<file path="src/rtl/core_pkg.sv">
// rtl/core_pkg.sv - shared opcode and func3 encodings for the integer core
package core_pkg;

    localparam logic [6:0] OP_BRANCH = 7'b1100011;
    localparam logic [6:0] OP_JAL    = 7'b1101111;
    localparam logic [6:0] OP_JALR   = 7'b1100111;

    localparam logic [2:0] F3_BEQ  = 3'b000;
    localparam logic [2:0] F3_BNE  = 3'b001;
    localparam logic [2:0] F3_BLT  = 3'b100;
    localparam logic [2:0] F3_BGE  = 3'b101;
    localparam logic [2:0] F3_BLTU = 3'b110;
    localparam logic [2:0] F3_BGEU = 3'b111;
    localparam logic [2:0] F3_JALR = 3'b000;

endpackage

</file>
<file path="src/rtl/branch_resolve.sv">
// rtl/branch_resolve.sv - combinational branch/jump outcome and mispredict detection
module branch_resolve
    import core_pkg::*;
#(
    parameter int XLEN = 32
) (
    input  logic [6:0]      opcode,
    input  logic [2:0]      func3,
    input  logic [XLEN-1:0] pc,
    input  logic [XLEN-1:0] imm,
    input  logic [XLEN-1:0] ps1_data,
    input  logic [XLEN-1:0] ps2_data,
    input  logic            pred_taken,
    input  logic [XLEN-1:0] pred_target,
    output logic            taken,
    output logic            wr_en,
    output logic [XLEN-1:0] link,
    output logic [XLEN-1:0] redirect_pc,
    output logic            mispredict
);

    logic [XLEN-1:0] br_target;
    logic [XLEN-1:0] jalr_sum;
    logic [XLEN-1:0] target;
    logic            known;

    assign br_target = pc + imm;
    assign jalr_sum  = ps1_data + imm;
    assign link      = pc + XLEN'(4);

    always_comb begin
        taken  = 1'b0;
        wr_en  = 1'b0;
        known  = 1'b0;
        target = br_target;
        case (opcode)
            OP_BRANCH: begin
                known = 1'b1;
                case (func3)
                    F3_BEQ:  taken = (ps1_data == ps2_data);
                    F3_BNE:  taken = (ps1_data != ps2_data);
                    F3_BLT:  taken = ($signed(ps1_data) <  $signed(ps2_data));
                    F3_BGE:  taken = ($signed(ps1_data) >= $signed(ps2_data));
                    F3_BLTU: taken = (ps1_data <  ps2_data);
                    F3_BGEU: taken = (ps1_data >= ps2_data);
                    default: known = 1'b0;
                endcase
            end
            OP_JAL: begin
                known = 1'b1;
                taken = 1'b1;
                wr_en = 1'b1;
            end
            OP_JALR: begin
                if (func3 == F3_JALR) begin
                    known  = 1'b1;
                    taken  = 1'b1;
                    wr_en  = 1'b1;
                    target = {jalr_sum[XLEN-1:1], 1'b0};
                end
            end
            default: known = 1'b0;
        endcase
    end

    assign redirect_pc = taken ? target : link;
    // Undecodable uops never raise a mispredict, whatever the front end guessed.
    assign mispredict  = known && ((taken != pred_taken) || (taken && (target != pred_target)));

endmodule

</file>
<file path="src/rtl/fu_branch_pipe.sv">
// rtl/fu_branch_pipe.sv - registered branch unit with output handshake, flush kill and mispredict counter
module fu_branch_pipe
    import core_pkg::*;
#(
    parameter int XLEN      = 32,
    parameter int ROB_DEPTH = 16,
    parameter int ROB_W     = $clog2(ROB_DEPTH),
    parameter int PREG_W    = 7,
    parameter int CNT_W     = 16
) (
    input  logic              clk,
    input  logic              reset,
    input  logic              issue_valid,
    output logic              issue_ready,
    input  logic [6:0]        opcode,
    input  logic [2:0]        func3,
    input  logic [XLEN-1:0]   pc,
    input  logic [XLEN-1:0]   imm,
    input  logic [PREG_W-1:0] pd,
    input  logic [ROB_W-1:0]  rob_tag,
    input  logic              pred_taken,
    input  logic [XLEN-1:0]   pred_target,
    input  logic [XLEN-1:0]   ps1_data,
    input  logic [XLEN-1:0]   ps2_data,
    input  logic [ROB_W-1:0]  rob_head,
    input  logic              flush,
    input  logic [ROB_W-1:0]  flush_tag,
    output logic              out_valid,
    input  logic              out_ready,
    output logic [ROB_W-1:0]  out_rob_tag,
    output logic [PREG_W-1:0] out_pd,
    output logic              out_wr_en,
    output logic [XLEN-1:0]   out_data,
    output logic              out_taken,
    output logic [XLEN-1:0]   out_redirect_pc,
    output logic              out_mispredict,
    output logic [CNT_W-1:0]  mispredict_count
);

    typedef struct packed {
        logic [ROB_W-1:0]  rob_tag;
        logic [PREG_W-1:0] pd;
        logic              wr_en;
        logic [XLEN-1:0]   data;
        logic              taken;
        logic [XLEN-1:0]   redirect_pc;
        logic              mispredict;
    } b_result_t;

    b_result_t        res_q;
    b_result_t        res_d;
    logic             valid_q;
    logic [CNT_W-1:0] count_q;

    logic             r_taken;
    logic             r_wr_en;
    logic [XLEN-1:0]  r_link;
    logic [XLEN-1:0]  r_redirect;
    logic             r_mispredict;

    branch_resolve #(.XLEN(XLEN)) u_resolve (
        .opcode      (opcode),
        .func3       (func3),
        .pc          (pc),
        .imm         (imm),
        .ps1_data    (ps1_data),
        .ps2_data    (ps2_data),
        .pred_taken  (pred_taken),
        .pred_target (pred_target),
        .taken       (r_taken),
        .wr_en       (r_wr_en),
        .link        (r_link),
        .redirect_pc (r_redirect),
        .mispredict  (r_mispredict)
    );

    // Ages are distances from the ROB head; ROB_DEPTH is a power of two so the subtraction wraps for free.
    logic [ROB_W-1:0] flush_age;
    logic [ROB_W-1:0] held_age;
    logic [ROB_W-1:0] in_age;
    logic             kill_held;
    logic             kill_in;
    logic             accept;
    logic             deliver;

    assign flush_age = flush_tag - rob_head;
    assign held_age  = res_q.rob_tag - rob_head;
    assign in_age    = rob_tag - rob_head;

    assign kill_held = flush && valid_q && (held_age > flush_age);
    assign kill_in   = flush && (in_age > flush_age);

    assign issue_ready = !valid_q || out_ready;
    assign accept      = issue_valid && issue_ready;
    assign deliver     = valid_q && out_ready && !kill_held;

    always_comb begin
        res_d             = '0;
        res_d.rob_tag     = rob_tag;
        res_d.wr_en       = r_wr_en;
        res_d.pd          = r_wr_en ? pd : '0;
        res_d.data        = r_wr_en ? r_link : '0;
        res_d.taken       = r_taken;
        res_d.redirect_pc = r_redirect;
        res_d.mispredict  = r_mispredict;
    end

    always_ff @(posedge clk or negedge reset) begin
        if (!reset) begin
            valid_q <= 1'b0;
            res_q   <= '0;
            count_q <= '0;
        end else begin
            if (accept && !kill_in) begin
                valid_q <= 1'b1;
                res_q   <= res_d;
            end else if (deliver || kill_held) begin
                valid_q <= 1'b0;
            end
            if (deliver && res_q.mispredict && (count_q != '1)) begin
                count_q <= count_q + CNT_W'(1);
            end
        end
    end

    assign out_valid        = valid_q;
    assign out_rob_tag      = res_q.rob_tag;
    assign out_pd           = res_q.pd;
    assign out_wr_en        = res_q.wr_en;
    assign out_data         = res_q.data;
    assign out_taken        = res_q.taken;
    assign out_redirect_pc  = res_q.redirect_pc;
    assign out_mispredict   = res_q.mispredict;
    assign mispredict_count = count_q;

endmodule
</file>
<file path="config.mk">
export PLATFORM = sky130hd
export DESIGN_NAME = fu_branch_pipe
export DESIGN_NICKNAME = d
export VERILOG_FILES = /design/src/rtl/core_pkg.sv /design/src/rtl/branch_resolve.sv /design/src/rtl/fu_branch_pipe.sv
export SDC_FILE = /design/constraint.sdc
export NUM_CORES = 1
export LEC_CHECK = 0
export ABC_AREA = 0
export CAP_MARGIN = 40
export CORE_MARGIN = 10
export CORE_UTILIZATION = 30
export CTS_CLUSTER_DIAMETER = 150
export CTS_CLUSTER_SIZE = 8
export DETAILED_ROUTE_END_ITERATION = 10
export PLACE_DENSITY = 0.6
export SYNTH_ARGS = -nofsm -noshare
export SYNTH_HDL_FRONTEND = slang
export SYNTH_SLANG_ARGS = --single-unit
</file>
<file path="constraint.sdc">
create_clock -name clk -period 9.6 [get_ports clk]
set_input_delay 1.92 -clock clk [delete_from_list [all_inputs] [get_ports clk]]
set_output_delay 1.92 -clock clk [all_outputs]
set_load 0.02 [all_outputs]
</file>
Yosys cells after proc, flatten, opt, wreduce, memory -nomap -nowiden. Cells that the tools add are included.

Bits in registers: 95. Input bits: 195. Output and inout port bits: 96. Word-level logic and storage cells: 68.

Add/subtract/negate cells: 7. Magnitude comparators: 6. Eq/ne operators: 13. Multiplexer cells: 13. Reductions and logical operators: 20.

Operators by type and width (count): $mux W32 (4); $add A32 B32 Y32 (2); $ge A32 B32 Y1 (2); $lt A32 B32 Y1 (2); $ne A32 B32 Y1 (2); $add A32 B3 Y32 const B (1); $eq A32 B32 Y1 (1); $eq A7 B7 Y1 const B (3); $add A16 B1 Y16 const B (1); $ne A16 B16 Y1 const B (1); $eq A3 B3 Y1 const B (4); $sub A4 B4 Y4 (3); $logic_and A1 B1 Y1 (11); $gt A4 B4 Y1 (2); $mux W7 (1); $pmux W1 S3 (2); $pmux W1 S6 (1); $reduce_or A6 Y1 (1); $mux W1 (4); $eq A3 B1 Y1 const B (1); $logic_not A1 Y1 (3); $logic_not A3 Y1 (1); $logic_or A1 B1 Y1 (3); $pmux W1 S2 (1); other kinds (2) (2).

Depth between registers and ports, before layout.
Word-level depth: 8. Depth in mapped cells: 18. Depth with buffers taken out: 18.

Hierarchy. From an unflattened synthesis, not the netlist that was laid out.

Cell total of the unflattened synthesis: 1408. Area total of the unflattened synthesis: 11114.4 um^2.

Modules (own cells, without submodules): branch_resolve (times used 1, cells each 1017, area each 6810.3 um^2, sequential area each 0.0 um^2); fu_branch_pipe (times used 1, cells each 391, area each 4304.1 um^2, sequential area each 2377.3 um^2).

Worst setup path before layout. No wires, ideal clock.

Kind: input to register. Start: in rob_tag[0]. End: reg res_q, in the netlist out_mispredict. Library setup time: 0.136 ns. Data arrival time: 5.202 ns. Data required time: 9.464 ns. Slack: 4.262 ns. Stages on the path: 17. Buffers on the path: 0. Cell sequence: inv_1 ha_1 inv_1 fa_1 xor2_1 ha_1 a211o_1 a31oi_1 o311ai_1 a311o_1 nor3_2 o2111ai_1 a2111o_1 nor4_2 nand4_1 a2111oi_2 a31oi_1.

Cells in the longest elaborated chain, start to end: 5.

RTL lines: start, declared (RTL line fu_branch_pipe.sv:20) `input logic [ROB_W-1:0] rob_tag,`; $sub A4 B4 Y4 (RTL line fu_branch_pipe.sv:88) `assign in_age = rob_tag - rob_head;`; $gt A4 B4 Y1 (RTL line fu_branch_pipe.sv:91) `assign kill_in = flush && (in_age > flush_age);`; $logic_and A1 B1 Y1 (RTL line fu_branch_pipe.sv:91); $logic_not A1 Y1 (RTL line fu_branch_pipe.sv:114) `if (accept && !kill_in) begin`; $logic_and A1 B1 Y1 (RTL line fu_branch_pipe.sv:114); end signal, assigned (RTL line fu_branch_pipe.sv:116) `res_q <= res_d;`; end, declared (RTL line fu_branch_pipe.sv:50) `b_result_t res_q;`.

No other way between the ends. A chain may end at the register's enable or synchronous reset.

Final worst setup path.
Start: in rob_head[0]. End: reg res_q, in the netlist out_mispredict.

Cells in the longest elaborated chain, start to end: 5. Elaborated cells between the ends (all ways): 6.

RTL lines: start, declared (RTL line fu_branch_pipe.sv:25) `input logic [ROB_W-1:0] rob_head,`; $sub A4 B4 Y4, on equally long branches (RTL line fu_branch_pipe.sv:88, fu_branch_pipe.sv:86); $gt A4 B4 Y1 (*) (RTL line fu_branch_pipe.sv:91); $logic_and A1 B1 Y1 (*) (RTL line fu_branch_pipe.sv:91); $logic_not A1 Y1 (*) (RTL line fu_branch_pipe.sv:114); $logic_and A1 B1 Y1 (*) (RTL line fu_branch_pipe.sv:114).

Every way passes the cells marked *; elsewhere a longest branch is shown, timed or not.

==> results.md <==
- The total power draw is 1.87 mW.
- TritonCTS created 9 clock buffers.
- The number of H-tree branching levels is 3.
- The number of endpoints failing setup at the final stage is 0.
- The number of antenna violations at the first check in global routing was 3.
- Yosys attributes the largest share of cell area to dfrtp_1 (22%), ha_1 (13%), nand2_1 (6.0%).
- For this run, the top clock speed supported by timing is 0.163 GHz.
- The clock period minus final worst setup slack is 6.12 ns.
- The overall die width is 210 um.
- STA classifies the critical path startpoint as an input port.
- The internal reg-to-reg setup slack is 5.92 ns.
- In this run, the number of DRC markers left after iteration 0 of detailed routing was 811.
- In the synthesized netlist the async set-or-reset flop fraction comes to 1.00.
- For this design, the CTS-stage hold fixing added 0 buffers.
- For the pin with the worst max-slew slack, the measured transition is 0.922 ns.
- The share of the clock period used by the worst path after layout is 0.637.
- Of the total power, registers draw 0.272.
- The post-detailed-route count of antenna-violating nets is 0.
- The share of total power dissipated in the clock network is 0.194.
- The uppermost metal layer occupied by signal nets is met4.
- The worst vdd rail ir drop is 94.6 uV.
- The first global-routing pass estimated 65300 um of wire.
- The number of cells on the worst reg-to-reg path is 15.
- The post-CTS setup buffer count is 0.
- In this run the vertical extent of the chip is 210 um.
- Dividing the detail-routed wire length by the instance count gives 21.0 um.
- Measured against its own limit, the worst slew margin works out to 0.380.
- The share of total power dissipated in combinational logic is 0.533.
- The data arrival time of the worst path is 6.34 ns.
- Internal power comes to 1.11 mW.
- The count of flip-flops with a built-in enable after synthesis is 0.
- Of the total power, the share spent switching nets is 0.406.
- The final layout contains 1931 nets.
- The worst hold path cell count is 2.
- The largest net degree at the start of global routing is 88.
- In the synthesized netlist, the number of instances is 1360.
- Buffers placed on the I/O ports in this run total 290.
- The critical path in this run is classified as in -> reg.
- The cell area that synthesis handed to floorplanning was 10800 um2.
- The distinct cell type count after synthesis is 81.
- The main flop type after synthesis is dfrtp_1.
- The number of top-level pins is 291.
- Each instance of the synthesized netlist takes up on average 7.94 um2.
- The post-cts resize count is 0.
- TritonCTS built the clock tree.
- At the worst endpoint, the required time is 9.82 ns.
- Summed over all nets, wire length on met2 after detailed routing comes to 20000 um.
- The number of max-capacitance violations reported is 0.
- The share of the core filled with cells is 0.407.
- The area growth from synthesis to layout is 34.2%.
- The yosys synthesis warning count is 0.
- The number of pins with negative max-slew slack in the final report is 0.
- The via density per instance is 5.35.
- The tightest min-delay check is of the reg -> reg type.
- The setup TNS is 0 ns.
- The die covers 44000 um2.
- Row generation in the floorplan step produced 69 rows.
- The aggregate routed wire length is 43900 um.
- The final number of hold-violating endpoints is 0.
- The power density over cell area is 129 nW/um2.
- CTS saw 95 sinks.
- For this block, wires on met1 add up to 20500 um.
- The worst setup path is captured at a register.
- The final HPWL from detailed placement is 37700 um.
- Summed over all layers, the global routing overflow is 0.
- The via count of the first global-routing pass came to 11.0k.
- The worst-skew pair later-pin latency is 0.35 ns.
- The largest total area in the synthesized netlist belongs to dfrtp_1.
- Of the post-synthesis cell area, the dominant cell type holds 0.220.
- Before antenna repair, the detailed router went through 5 iterations.
- The net switching power of the design is 760 uW.
- The number of synthesized register bits is 95.
- For this run, the register share of the synthesized area comes to 0.220.
- After clock tree synthesis, the clock-pin slew on the worst setup and hold paths is 0.07 ns.
- The cell at the root of the clock tree is clkbuf_16.
- The top fanout value on the critical path is 3.
- The ratio of cells with drive above 1 in the final layout is 0.0381.
- On the final layout, the worst clock skew is 0.0101 ns.
- The total core area is 35600 um2.
- The congestion estimate from routability-driven global placement came to 0.906.
- Wire segments on met3 add up to 2540 um in the final route.
- The run finished with clean final reports.
- Setup repair after global routing left no endpoint under its margin.
- For this run, the total global-route usage over all layers was measured as 0.190.
- For this configuration, the core starts out at a cell density of 0.304.
- In the routed design, unresolved DRC markers number 0.
- The maximum buffer depth of the clock tree is 2.
- Detailed routing inserted a total of 11.2k vias.
- The analysis attributes to cell leakage a power of 6.19 nW.
- The number of nets in the synthesized netlist is 1670.
[final timing paths]
kind / startpoint / to
max in group asynchronous: reset / out_redirect_pc[31]
worst min register to register: out_data[20] / out_data[20]
worst max register to register: out_rob_tag[0] / mispredict_count[13]
worst min-delay path: out_data[20] / out_data[20]
worst max-delay path: rob_head[0] / out_mispredict
min in group asynchronous: reset / out_pd[4]
[cell type report]
class	count	area, um2
diodes	3	7.51
clock buffers	11	233
clock inverters	5	63.8
fillers	3672	21100
inverters	61	229
multi-input cells	1155	8020
flip-flops and latches	95	2380
well taps	461	577
repair buffers	299	2990
[per-layer routing]
metal	track usage	vias to the layer above
li1	-	5515
met5	0	-
met3	0.0318	33
met2	0.311	343
met1	0.253	5281
met4	0.0466	0
[synth_stat cells (all sizes together) (12+ instances only)]
library cell	n
nand2	173
o21ai	122
ha	110
a21oi	100
dfrtp	95
nor2	81
xnor2	73
inv	61
xor2	60
clkbuf	41
a21o	40
nand3	34
nand4	28
and3	22
nor3	22
a211oi	19
a31oi	19
mux2	18
o31ai	14
mux2i	13
nand2b	13
nor4	12
o211ai	12
[state kept, by name, summed over array words and instances (netlist names)]
name and count:
out_rob_tag 4, out_data 32, mispredict_count 16, out_wr_en 1, out_pd 7, out_redirect_pc 32, out_taken 1, out_mispredict 1
out_valid 1
[placed cells by master (no fill, tap or decap), types with 10 or more instances in the layout]
master	n
a211oi_1	19
mux2i_1	12
xnor2_1	73
and3_1	22
nor2b_1	10
clkdlybuf4s50_1	289
o21a_1	11
and2_1	11
nor2_1	81
nand2b_1	13
ha_1	110
a21oi_1	100
o31ai_1	14
a21o_1	40
inv_1	61
o21ai_0	119
nor3_1	20
o211ai_1	12
mux2_2	18
nand2_1	173
nand4_1	28
xor2_1	60
dfrtp_1	95
nor4_1	11
a31oi_1	19
nand3_1	34
[power by group through the flow]
stage	logic, mW	clock network [mW]	registers (mW)
2_1_floorplan	0.480	0	0.592
3_3_place_gp	0.988	0	0.516
3_5_place_dp	0.993	0	0.520
4_1_cts	0.997	0.378	0.511
5_1_grt	1.08	0.394	0.519
6_report	0.997	0.364	0.509
[worst max-delay path: stages]
cell             delay [ns]
clkdlybuf4s50_1        0.54
ha_1                   0.17
inv_1                  0.06
fa_1                   0.41
xnor2_1                0.24
ha_1                   0.30
a211o_1                0.31
a31oi_1                0.24
o311ai_4               0.17
a311o_1                0.39
nor3_2                 0.11
o2111ai_1              0.15
a2111o_1               0.42
nor4_2                 0.27
nand4_1                0.19
a2111oi_2              0.31
a31oi_1                0.12
[metrics by stage]
stage / area, um2 / hold WS (ns) / worst slack, ns / instances
global route: 14500 / 0.504 / 3.22 / 2090
finish: 14500 / 0.478 / 3.48 / 2090
floorplan: 10800 / 0.589 / 4.26 / 1360
global placement: 14200 / 0.462 / 3.08 / 2069
detailed placement: 14200 / 0.470 / 3.11 / 2071
CTS: 14500 / 0.485 / 3.47 / 2087
[cell families (layout without fill, tap and decap cells)]
group | count (synthesis) | count (layout) | synth area share
AO/OA/AOI/OAI | 416 | 416 | 0.246
XOR/XNOR | 138 | 138 | 0.118
buffers and inverters | 110 | 376 | 0.0395
multiplexers | 31 | 31 | 0.0320
flip-flops | 95 | 95 | 0.220
adder cells (fa/ha/maj) | 115 | 115 | 0.137
AND/OR/NAND/NOR | 455 | 455 | 0.207
other | 0 | 3 | 0
No activity file was read; power rests on OpenSTA's default activity.
